## config.mk

```make
export PLATFORM = sky130hd
export DESIGN_NAME = regfile_wb_arbiter_flat
export DESIGN_NICKNAME = d
export VERILOG_FILES = /design/src/rtl/regfile_wb_arbiter_if.sv /design/src/rtl/regfile_wb_arbiter.sv /design/src/flat_wrapper.sv
export SDC_FILE = /design/constraint.sdc
export NUM_CORES = 1
export LEC_CHECK = 0
export CORE_ASPECT_RATIO = 1.75
export CORE_UTILIZATION = 40
export CTS_BUF_LIST = sky130_fd_sc_hd__clkbuf_16
export CTS_CLUSTER_SIZE = 12
export DETAILED_ROUTE_END_ITERATION = 10
export HOLD_SLACK_MARGIN = 0.1
export PLACE_DENSITY = 0.82
export SYNTH_ARGS = -nofsm -noshare
export SYNTH_HDL_FRONTEND = slang
export SYNTH_SLANG_ARGS = --single-unit
```

## constraint.sdc

```tcl
create_clock -name clk -period 3.01 [get_ports clk]
set_clock_uncertainty 0.1 [all_clocks]
set_input_delay 0.7525 -clock clk [delete_from_list [all_inputs] [get_ports clk]]
set_output_delay 0.7525 -clock clk [all_outputs]
set_load 0.03 [all_outputs]
```

## src/rtl/regfile_wb_arbiter_if.sv

```systemverilog
// Writeback bus between the ALU/LSU requesters, the issue-stage scoreboard
// lookups and the register-file write port.
interface regfile_wb_arbiter_if;
    logic        alu_valid;
    logic        alu_ready;
    logic [4:0]  alu_index;
    logic [31:0] alu_data;
    logic        lsu_valid;
    logic        lsu_ready;
    logic [4:0]  lsu_index;
    logic [31:0] lsu_data;
    logic        mark_en;
    logic [4:0]  mark_index;
    logic [4:0]  chk_index1;
    logic [4:0]  chk_index2;
    logic        chk_busy1;
    logic        chk_busy2;
    logic        wr_en;
    logic [4:0]  wr_index;
    logic [31:0] wr_data;
    logic [31:0] pending;

    modport slave (
        input  alu_valid, alu_index, alu_data,
        input  lsu_valid, lsu_index, lsu_data,
        input  mark_en, mark_index, chk_index1, chk_index2,
        output alu_ready, lsu_ready, chk_busy1, chk_busy2,
        output wr_en, wr_index, wr_data, pending
    );

    modport master (
        output alu_valid, alu_index, alu_data,
        output lsu_valid, lsu_index, lsu_data,
        output mark_en, mark_index, chk_index1, chk_index2,
        input  alu_ready, lsu_ready, chk_busy1, chk_busy2,
        input  wr_en, wr_index, wr_data, pending
    );
endinterface

```

## src/rtl/regfile_wb_arbiter.sv

```systemverilog
// Register-file writeback arbiter: LSU-priority with an ALU starvation bound,
// a registered write port and a pending-write scoreboard for RAW stalls.
module regfile_wb_arbiter #(
    parameter int MAX_WAIT = 3
) (
    input  logic                 clk,
    input  logic                 reset,
    regfile_wb_arbiter_if.slave  bus
);
    localparam logic [3:0] WAIT_LIMIT = 4'(MAX_WAIT);

    logic [3:0]  wait_cnt_q, wait_cnt_d;
    logic        wr_en_q, wr_en_d;
    logic [4:0]  wr_index_q, wr_index_d;
    logic [31:0] wr_data_q, wr_data_d;
    logic [31:0] pending_q, pending_d;

    logic        alu_grant, lsu_grant, xfer;
    logic [4:0]  sel_index;
    logic [31:0] sel_data;

    // Handshake: a requester transfers when valid && ready in the same cycle;
    // ready depends only on valid and wait_cnt, and a refused requester holds
    // valid/index/data stable until granted.
    always_comb begin
        alu_grant = 1'b0;
        lsu_grant = 1'b0;
        if (!reset) begin
            if (bus.alu_valid && (wait_cnt_q == WAIT_LIMIT)) begin
                alu_grant = 1'b1;
            end else if (bus.lsu_valid) begin
                lsu_grant = 1'b1;
            end else if (bus.alu_valid) begin
                alu_grant = 1'b1;
            end
        end
    end

    assign xfer      = alu_grant | lsu_grant;
    assign sel_index = alu_grant ? bus.alu_index : bus.lsu_index;
    assign sel_data  = alu_grant ? bus.alu_data  : bus.lsu_data;

    always_comb begin
        wait_cnt_d = 4'd0;
        if (bus.alu_valid && !alu_grant) begin
            wait_cnt_d = (wait_cnt_q == WAIT_LIMIT) ? wait_cnt_q : wait_cnt_q + 4'd1;
        end

        wr_en_d    = xfer && (sel_index != 5'd0);
        wr_index_d = xfer ? sel_index : wr_index_q;
        wr_data_d  = xfer ? sel_data  : wr_data_q;

        // Clear first so a same-cycle reservation of the same register survives.
        pending_d = pending_q;
        if (xfer) begin
            pending_d[sel_index] = 1'b0;
        end
        if (bus.mark_en && (bus.mark_index != 5'd0)) begin
            pending_d[bus.mark_index] = 1'b1;
        end
        pending_d[0] = 1'b0;
    end

    always_ff @(posedge clk) begin
        if (reset) begin
            wait_cnt_q <= 4'd0;
            wr_en_q    <= 1'b0;
            wr_index_q <= 5'd0;
            wr_data_q  <= 32'd0;
            pending_q  <= 32'd0;
        end else begin
            wait_cnt_q <= wait_cnt_d;
            wr_en_q    <= wr_en_d;
            wr_index_q <= wr_index_d;
            wr_data_q  <= wr_data_d;
            pending_q  <= pending_d;
        end
    end

    assign bus.alu_ready = alu_grant;
    assign bus.lsu_ready = lsu_grant;
    assign bus.wr_en     = wr_en_q;
    assign bus.wr_index  = wr_index_q;
    assign bus.wr_data   = wr_data_q;
    assign bus.pending   = pending_q;

    // The in-flight term keeps a source busy during the cycle its write lands.
    assign bus.chk_busy1 = (bus.chk_index1 != 5'd0) &&
                           (pending_q[bus.chk_index1] || (wr_en_q && (wr_index_q == bus.chk_index1)));
    assign bus.chk_busy2 = (bus.chk_index2 != 5'd0) &&
                           (pending_q[bus.chk_index2] || (wr_en_q && (wr_index_q == bus.chk_index2)));
endmodule

```

## src/flat_wrapper.sv

```systemverilog
// flat-port wrapper written by rule: the top's interface ports become plain ports
module regfile_wb_arbiter_flat 
#(
    parameter int MAX_WAIT = 3
)
  (clk, reset, bus_alu_valid, bus_alu_index, bus_alu_data, bus_lsu_valid, bus_lsu_index, bus_lsu_data, bus_mark_en, bus_mark_index, bus_chk_index1, bus_chk_index2, bus_alu_ready, bus_lsu_ready, bus_chk_busy1, bus_chk_busy2, bus_wr_en, bus_wr_index, bus_wr_data, bus_pending);
  regfile_wb_arbiter_if bus_i ();
  input  logic clk;
  input  logic reset;
  input wire logic [$bits(bus_i.alu_valid)-1:0] bus_alu_valid;
  input wire logic [$bits(bus_i.alu_index)-1:0] bus_alu_index;
  input wire logic [$bits(bus_i.alu_data)-1:0] bus_alu_data;
  input wire logic [$bits(bus_i.lsu_valid)-1:0] bus_lsu_valid;
  input wire logic [$bits(bus_i.lsu_index)-1:0] bus_lsu_index;
  input wire logic [$bits(bus_i.lsu_data)-1:0] bus_lsu_data;
  input wire logic [$bits(bus_i.mark_en)-1:0] bus_mark_en;
  input wire logic [$bits(bus_i.mark_index)-1:0] bus_mark_index;
  input wire logic [$bits(bus_i.chk_index1)-1:0] bus_chk_index1;
  input wire logic [$bits(bus_i.chk_index2)-1:0] bus_chk_index2;
  output wire logic [$bits(bus_i.alu_ready)-1:0] bus_alu_ready;
  output wire logic [$bits(bus_i.lsu_ready)-1:0] bus_lsu_ready;
  output wire logic [$bits(bus_i.chk_busy1)-1:0] bus_chk_busy1;
  output wire logic [$bits(bus_i.chk_busy2)-1:0] bus_chk_busy2;
  output wire logic [$bits(bus_i.wr_en)-1:0] bus_wr_en;
  output wire logic [$bits(bus_i.wr_index)-1:0] bus_wr_index;
  output wire logic [$bits(bus_i.wr_data)-1:0] bus_wr_data;
  output wire logic [$bits(bus_i.pending)-1:0] bus_pending;
  assign bus_i.alu_valid = bus_alu_valid;
  assign bus_i.alu_index = bus_alu_index;
  assign bus_i.alu_data = bus_alu_data;
  assign bus_i.lsu_valid = bus_lsu_valid;
  assign bus_i.lsu_index = bus_lsu_index;
  assign bus_i.lsu_data = bus_lsu_data;
  assign bus_i.mark_en = bus_mark_en;
  assign bus_i.mark_index = bus_mark_index;
  assign bus_i.chk_index1 = bus_chk_index1;
  assign bus_i.chk_index2 = bus_chk_index2;
  assign bus_alu_ready = bus_i.alu_ready;
  assign bus_lsu_ready = bus_i.lsu_ready;
  assign bus_chk_busy1 = bus_i.chk_busy1;
  assign bus_chk_busy2 = bus_i.chk_busy2;
  assign bus_wr_en = bus_i.wr_en;
  assign bus_wr_index = bus_i.wr_index;
  assign bus_wr_data = bus_i.wr_data;
  assign bus_pending = bus_i.pending;
  regfile_wb_arbiter #(.MAX_WAIT(MAX_WAIT)) u_core (.clk(clk), .reset(reset), .bus(bus_i));
endmodule
```

==> metrics.md <==
| Metric | Value |
|---|---|
| Status | finished, violations left |
| Violated checks | negative setup slack |
| Placement Rows | 48 |
| Number of antenna violations at the first check in global routing | 0 |
| Biggest fanout along the worst timing path | 5 |
| Number of enable flip-flop cells after synthesis | 0 |
| Dominant combinational cell family by area after synthesis | multiplexers |
| Terminus of the critical flop-to-flop path | u_core.bus.wr_data[20] |
| Critical path class | in -> out |
| Startpoint of the lowest-slack hold path | u_core.wait_cnt_q[0] |
| Placed cell areas | 6120 um2 |
| Share of flip-flops with an asynchronous set or reset after synthesis | 0 |
| Part of the power in registers | 0.377 |
| Ys Warns | 0 |
| Ports | 168 |
| Final total negative setup slack | -52.1 ps |
| Worst path arrival time | 2210 ps |
| 1st-pass router iterations | 4 |
| Flop2flop setup slack | 680 ps |
| Initial drt markers | 193 |
| Area of the core region | 9910 um2 |
| Power density normalized to cell area | 428 nW/um2 |
| Share of cell area taken by muxes after synthesis | 0.196 |
| Antenna-violating nets left | 0 |
| Post-Syn Area | 4080 um2 |
| Switching part of the total | 0.265 |
| Maximum number of pins on one net before global-route repair | 75 |
| Net total in the final layout | 742 |
| Kind of start point of the critical path | primary input |
| Post-synth net total | 550 |
| Critical-path cell list | buf_8 > buf_4 > mux2_2 > a221oi_2 > nor4_1 > a2111oi_2 > a21oi_2 > buf_6 |
| Share of total power in the clock network | 0.399 |
| Global-route usage over all layers | 0.258 |
| Data required time of the worst path | 2160 ps |
| Depth of the worst register-to-register path | 6 |
| Clk pin slew, worst setup/hold paths | 50 ps |
| Hold Path Stages | 1 |
| Flip-flop cell with the highest count after synthesis | sky130_fd_sc_hd__dfxtp_1 |
| Cell count after placement | 761 |
| Share of the clock period used by the worst path after layout | 1.02 |
| Buf+Inv Stages, Crit Path | 3 |
| Global-route wire length before repair | 21,000 um |
| Clock latency on the worst-skew pair | 330 ps |
| Area growth from synthesis to final layout | 58.8% |
| Clk Tree Root Cell | sky130_fd_sc_hd__clkbuf_16 |
| Reg-to-reg critical path startpoint | u_core.wait_cnt_q[0] |
| Gp weighted congestion | 0.904 |
| Via count of the first global-routing pass | 4,235 |
| Routed length per instance | 17.3 um |
| Dpl ws | -1150 ps |
| Final hold viol count | 0 |
| Post-synthesis compound-gate area fraction | 0.182 |
| Clock sink count | 73 |
| Maximum clock path buffer count | 2 |
| Routed via count divided by cell count | 5.44 |
| Final std cell area, no fill | 6480 um2 |
| Final setup viols | 1 |
| Min Tclk post-route | 3060 ps |
| Leakage power summed over all cells | 2.37 nW |
| Post-layout instance count excluding filler cells | 777 |
| Unrepaired setup endpoints after global routing | true |
| Max Cap Viol | 0 |
| Height of the die | 136 um |
| Detailed-route via count | 4,229 |
| Layout cell share with drive strength beyond 1 | 0.160 |
| Terminating pin of the worst hold path | u_core.wait_cnt_q[0] |
| Type of the tightest min-delay check | reg -> reg |
| Worst-Margin Slew | 771 ps |
| End-of-flow core utilization | 0.654 |
| Number of pins exceeding their max-slew limit in the final report | 0 |
| Sum of net half-perimeters after detailed placement | 10,400 um |
| Nature of the critical path endpoint | output pin |
| Mapped Cells | 455 |
| Number of unique standard cell types used by synthesis | 45 |
| TritonCTS clock tree | done |
| Register bit count reported by yosys | 73 |
| Deepest level of the CTS H-tree | 3 |
| Port-buffer cells | 166 |
| Starting Density | 0.412 |
| Highest clock frequency the design can meet | 0.327 GHz |
| Die area | 10,600 um2 |
| Worst setup margin | -52.1 ps |
| Switching power | 0.733 mW |
| Crit-path leading delay family | compound AO/OA/AOI/OAI gates |
| Diodes inserted | 0 |
| Internal power | 2.04 mW |
| Cts hold-fix bufs | 0 |
| Routed wire length | 13,500 um |
| Mean instance size in the synthesized netlist | 8.97 um2 |
| Total congestion overflow | 0 |
| Cell type of the slowest stage on the worst timing path | sky130_fd_sc_hd__mux2_2 |
| Width of the die | 78.4 um |
| Count of unresolved DRC violations after routing | 0 |
| Simple-gate area share of the yosys netlist | 0.185 |
| Comb power frac | 0.225 |
| Number of CTS-inserted buffers | 9 |
| Delay of the slowest cell on the worst path | 360 ps |
| Xor/xnor cell area share of the yosys netlist | 0.0258 |
| Sequential cell area fraction in the yosys report | 0.358 |
| Worst IR Drop VDD | 388 uV |
| Tightest slew margin relative to the limit | 0.486 |
| Synthesized-area fraction occupied by adder cells | 0.00307 |
-- cell usage after synthesis, types with 2 or more instances --
cell type | count | area [um2]
sky130_fd_sc_hd__and3b_1 | 3 | 26.3
sky130_fd_sc_hd__xor2_1 | 5 | 43.8
sky130_fd_sc_hd__xnor2_1 | 7 | 61.3
sky130_fd_sc_hd__nor4_1 | 2 | 12.5
sky130_fd_sc_hd__nand2b_1 | 3 | 18.8
sky130_fd_sc_hd__buf_1 | 4 | 15.0
sky130_fd_sc_hd__nand2_1 | 12 | 45.0
sky130_fd_sc_hd__mux4_2 | 14 | 315
sky130_fd_sc_hd__clkbuf_1 | 22 | 82.6
sky130_fd_sc_hd__buf_2 | 3 | 15.0
sky130_fd_sc_hd__inv_1 | 5 | 18.8
sky130_fd_sc_hd__a211oi_1 | 37 | 278
sky130_fd_sc_hd__nor3_1 | 8 | 40.0
sky130_fd_sc_hd__a31oi_1 | 4 | 25.0
sky130_fd_sc_hd__mux2_2 | 2 | 22.5
sky130_fd_sc_hd__a21oi_1 | 6 | 30.0
sky130_fd_sc_hd__nand3_1 | 6 | 30.0
sky130_fd_sc_hd__a32oi_1 | 3 | 26.3
sky130_fd_sc_hd__nand3b_1 | 5 | 37.5
sky130_fd_sc_hd__mux2i_1 | 46 | 460
sky130_fd_sc_hd__buf_4 | 3 | 22.5
sky130_fd_sc_hd__or3_1 | 3 | 18.8
sky130_fd_sc_hd__nor2b_1 | 34 | 213
sky130_fd_sc_hd__nor2_1 | 54 | 203
sky130_fd_sc_hd__o21ai_0 | 66 | 330
sky130_fd_sc_hd__dfxtp_1 | 73 | 1460
sky130_fd_sc_hd__nor3b_1 | 7 | 52.6
-- cell usage in the layout (no fill, tap or decap), drive strengths merged, types with 2 or more instances in the layout --
cell type	instances
a31oi	4
inv	5
nor2b	34
xor2	5
clkdlybuf4s50	153
clkinv	5
nand2	12
and3b	3
xnor2	7
dfxtp	73
clkbuf	12
nor3b	7
a211oi	37
mux2	2
buf	57
or3	3
or3b	2
bufinv	2
o21ai	66
mux4	14
nor3	8
nand2b	3
dlygate4sd2	2
nand3	6
nor2	54
a21oi	7
nand3b	5
a32oi	3
nor4	2
mux2i	46
-- metal layers --
layer,track usage,share of wire,up-vias
met5,0,0,-
met4,0.137,0.044,0
met3,0.0458,0.045,45
met2,0.497,0.57,145
met1,0.254,0.35,1993
li1,-,-,2046
-- cell type report --
| cell class | instances | area [um2] |
|---|---|---|
| Multi-Input combinational cell | 342 | 2480 |
| Tap cell | 125 | 156 |
| Inverter | 5 | 18.8 |
| Clock inverter | 7 | 85.1 |
| Timing Repair Buffer | 216 | 2060 |
| Clock buffer | 9 | 225 |
| Sequential cell | 73 | 1460 |
| Fill cell | 825 | 3430 |
-- logic make-up after synthesis --
group,Yosys count
compound gates,122
simple gates,144
flops,73
fa+ha+maj,1
buf+inv,40
other cells,1
mux,62
xor+xnor,12
-- timing repair --
item                                    in CTS  in global routing
endpoints found under the hold margin        0                  0
gates resized for setup                     42                 14
endpoints found under the setup margin       3                  2
setup buffers                                0                  0
pin swaps                                    7                  5
-- flip-flops by register name, indices dropped and copies added (netlist names) --
name,count
u_core.bus.pending,31
u_core.bus.wr_index,5
u_core.bus.wr_data,32
u_core.wait_cnt_q,4
u_core.bus.wr_en,1
-- through the flow --
step | power [mW] | hold WS, ps
floorplan | 1.37 | 318
global placement | 1.67 | 328
detailed placement | 1.68 | 358
CTS | 2.79 | 369
global route | 2.89 | 398
finish | 2.77 | 368
-- power by group through the flow --
stage	Clock, mW	Combinational (mW)	Sequential, mW
2_1_floorplan	0	0.219	1.15
5_1_grt	1.17	0.664	1.05
6_report	1.11	0.623	1.04
3_5_place_dp	0	0.616	1.06
3_3_place_gp	0	0.606	1.06
4_1_cts	1.12	0.622	1.04
-- worst reg2reg max path: cells and delay by family, from the launching register on --
kind,cells,cell delay (ps)
mux,1,320
simple gates,1,420
fa+ha+maj,1,210
flops,1,350
buf+inv,1,480
compound gates,2,310
-- worst max-delay path by stage --
stage | from | end | cells past startpoint
floorplan | bus_chk_index2[1] | bus_chk_busy2 | 6
global placement | bus_chk_index2[0] | bus_chk_busy2 | 8
detailed placement | bus_chk_index2[0] | bus_chk_busy2 | 8
CTS | bus_chk_index2[0] | bus_chk_busy2 | 7
global route | bus_chk_index2[0] | bus_chk_busy2 | 8
finish | bus_chk_index2[0] | bus_chk_busy2 | 8
No activity file was read; power rests on OpenSTA's default activity.
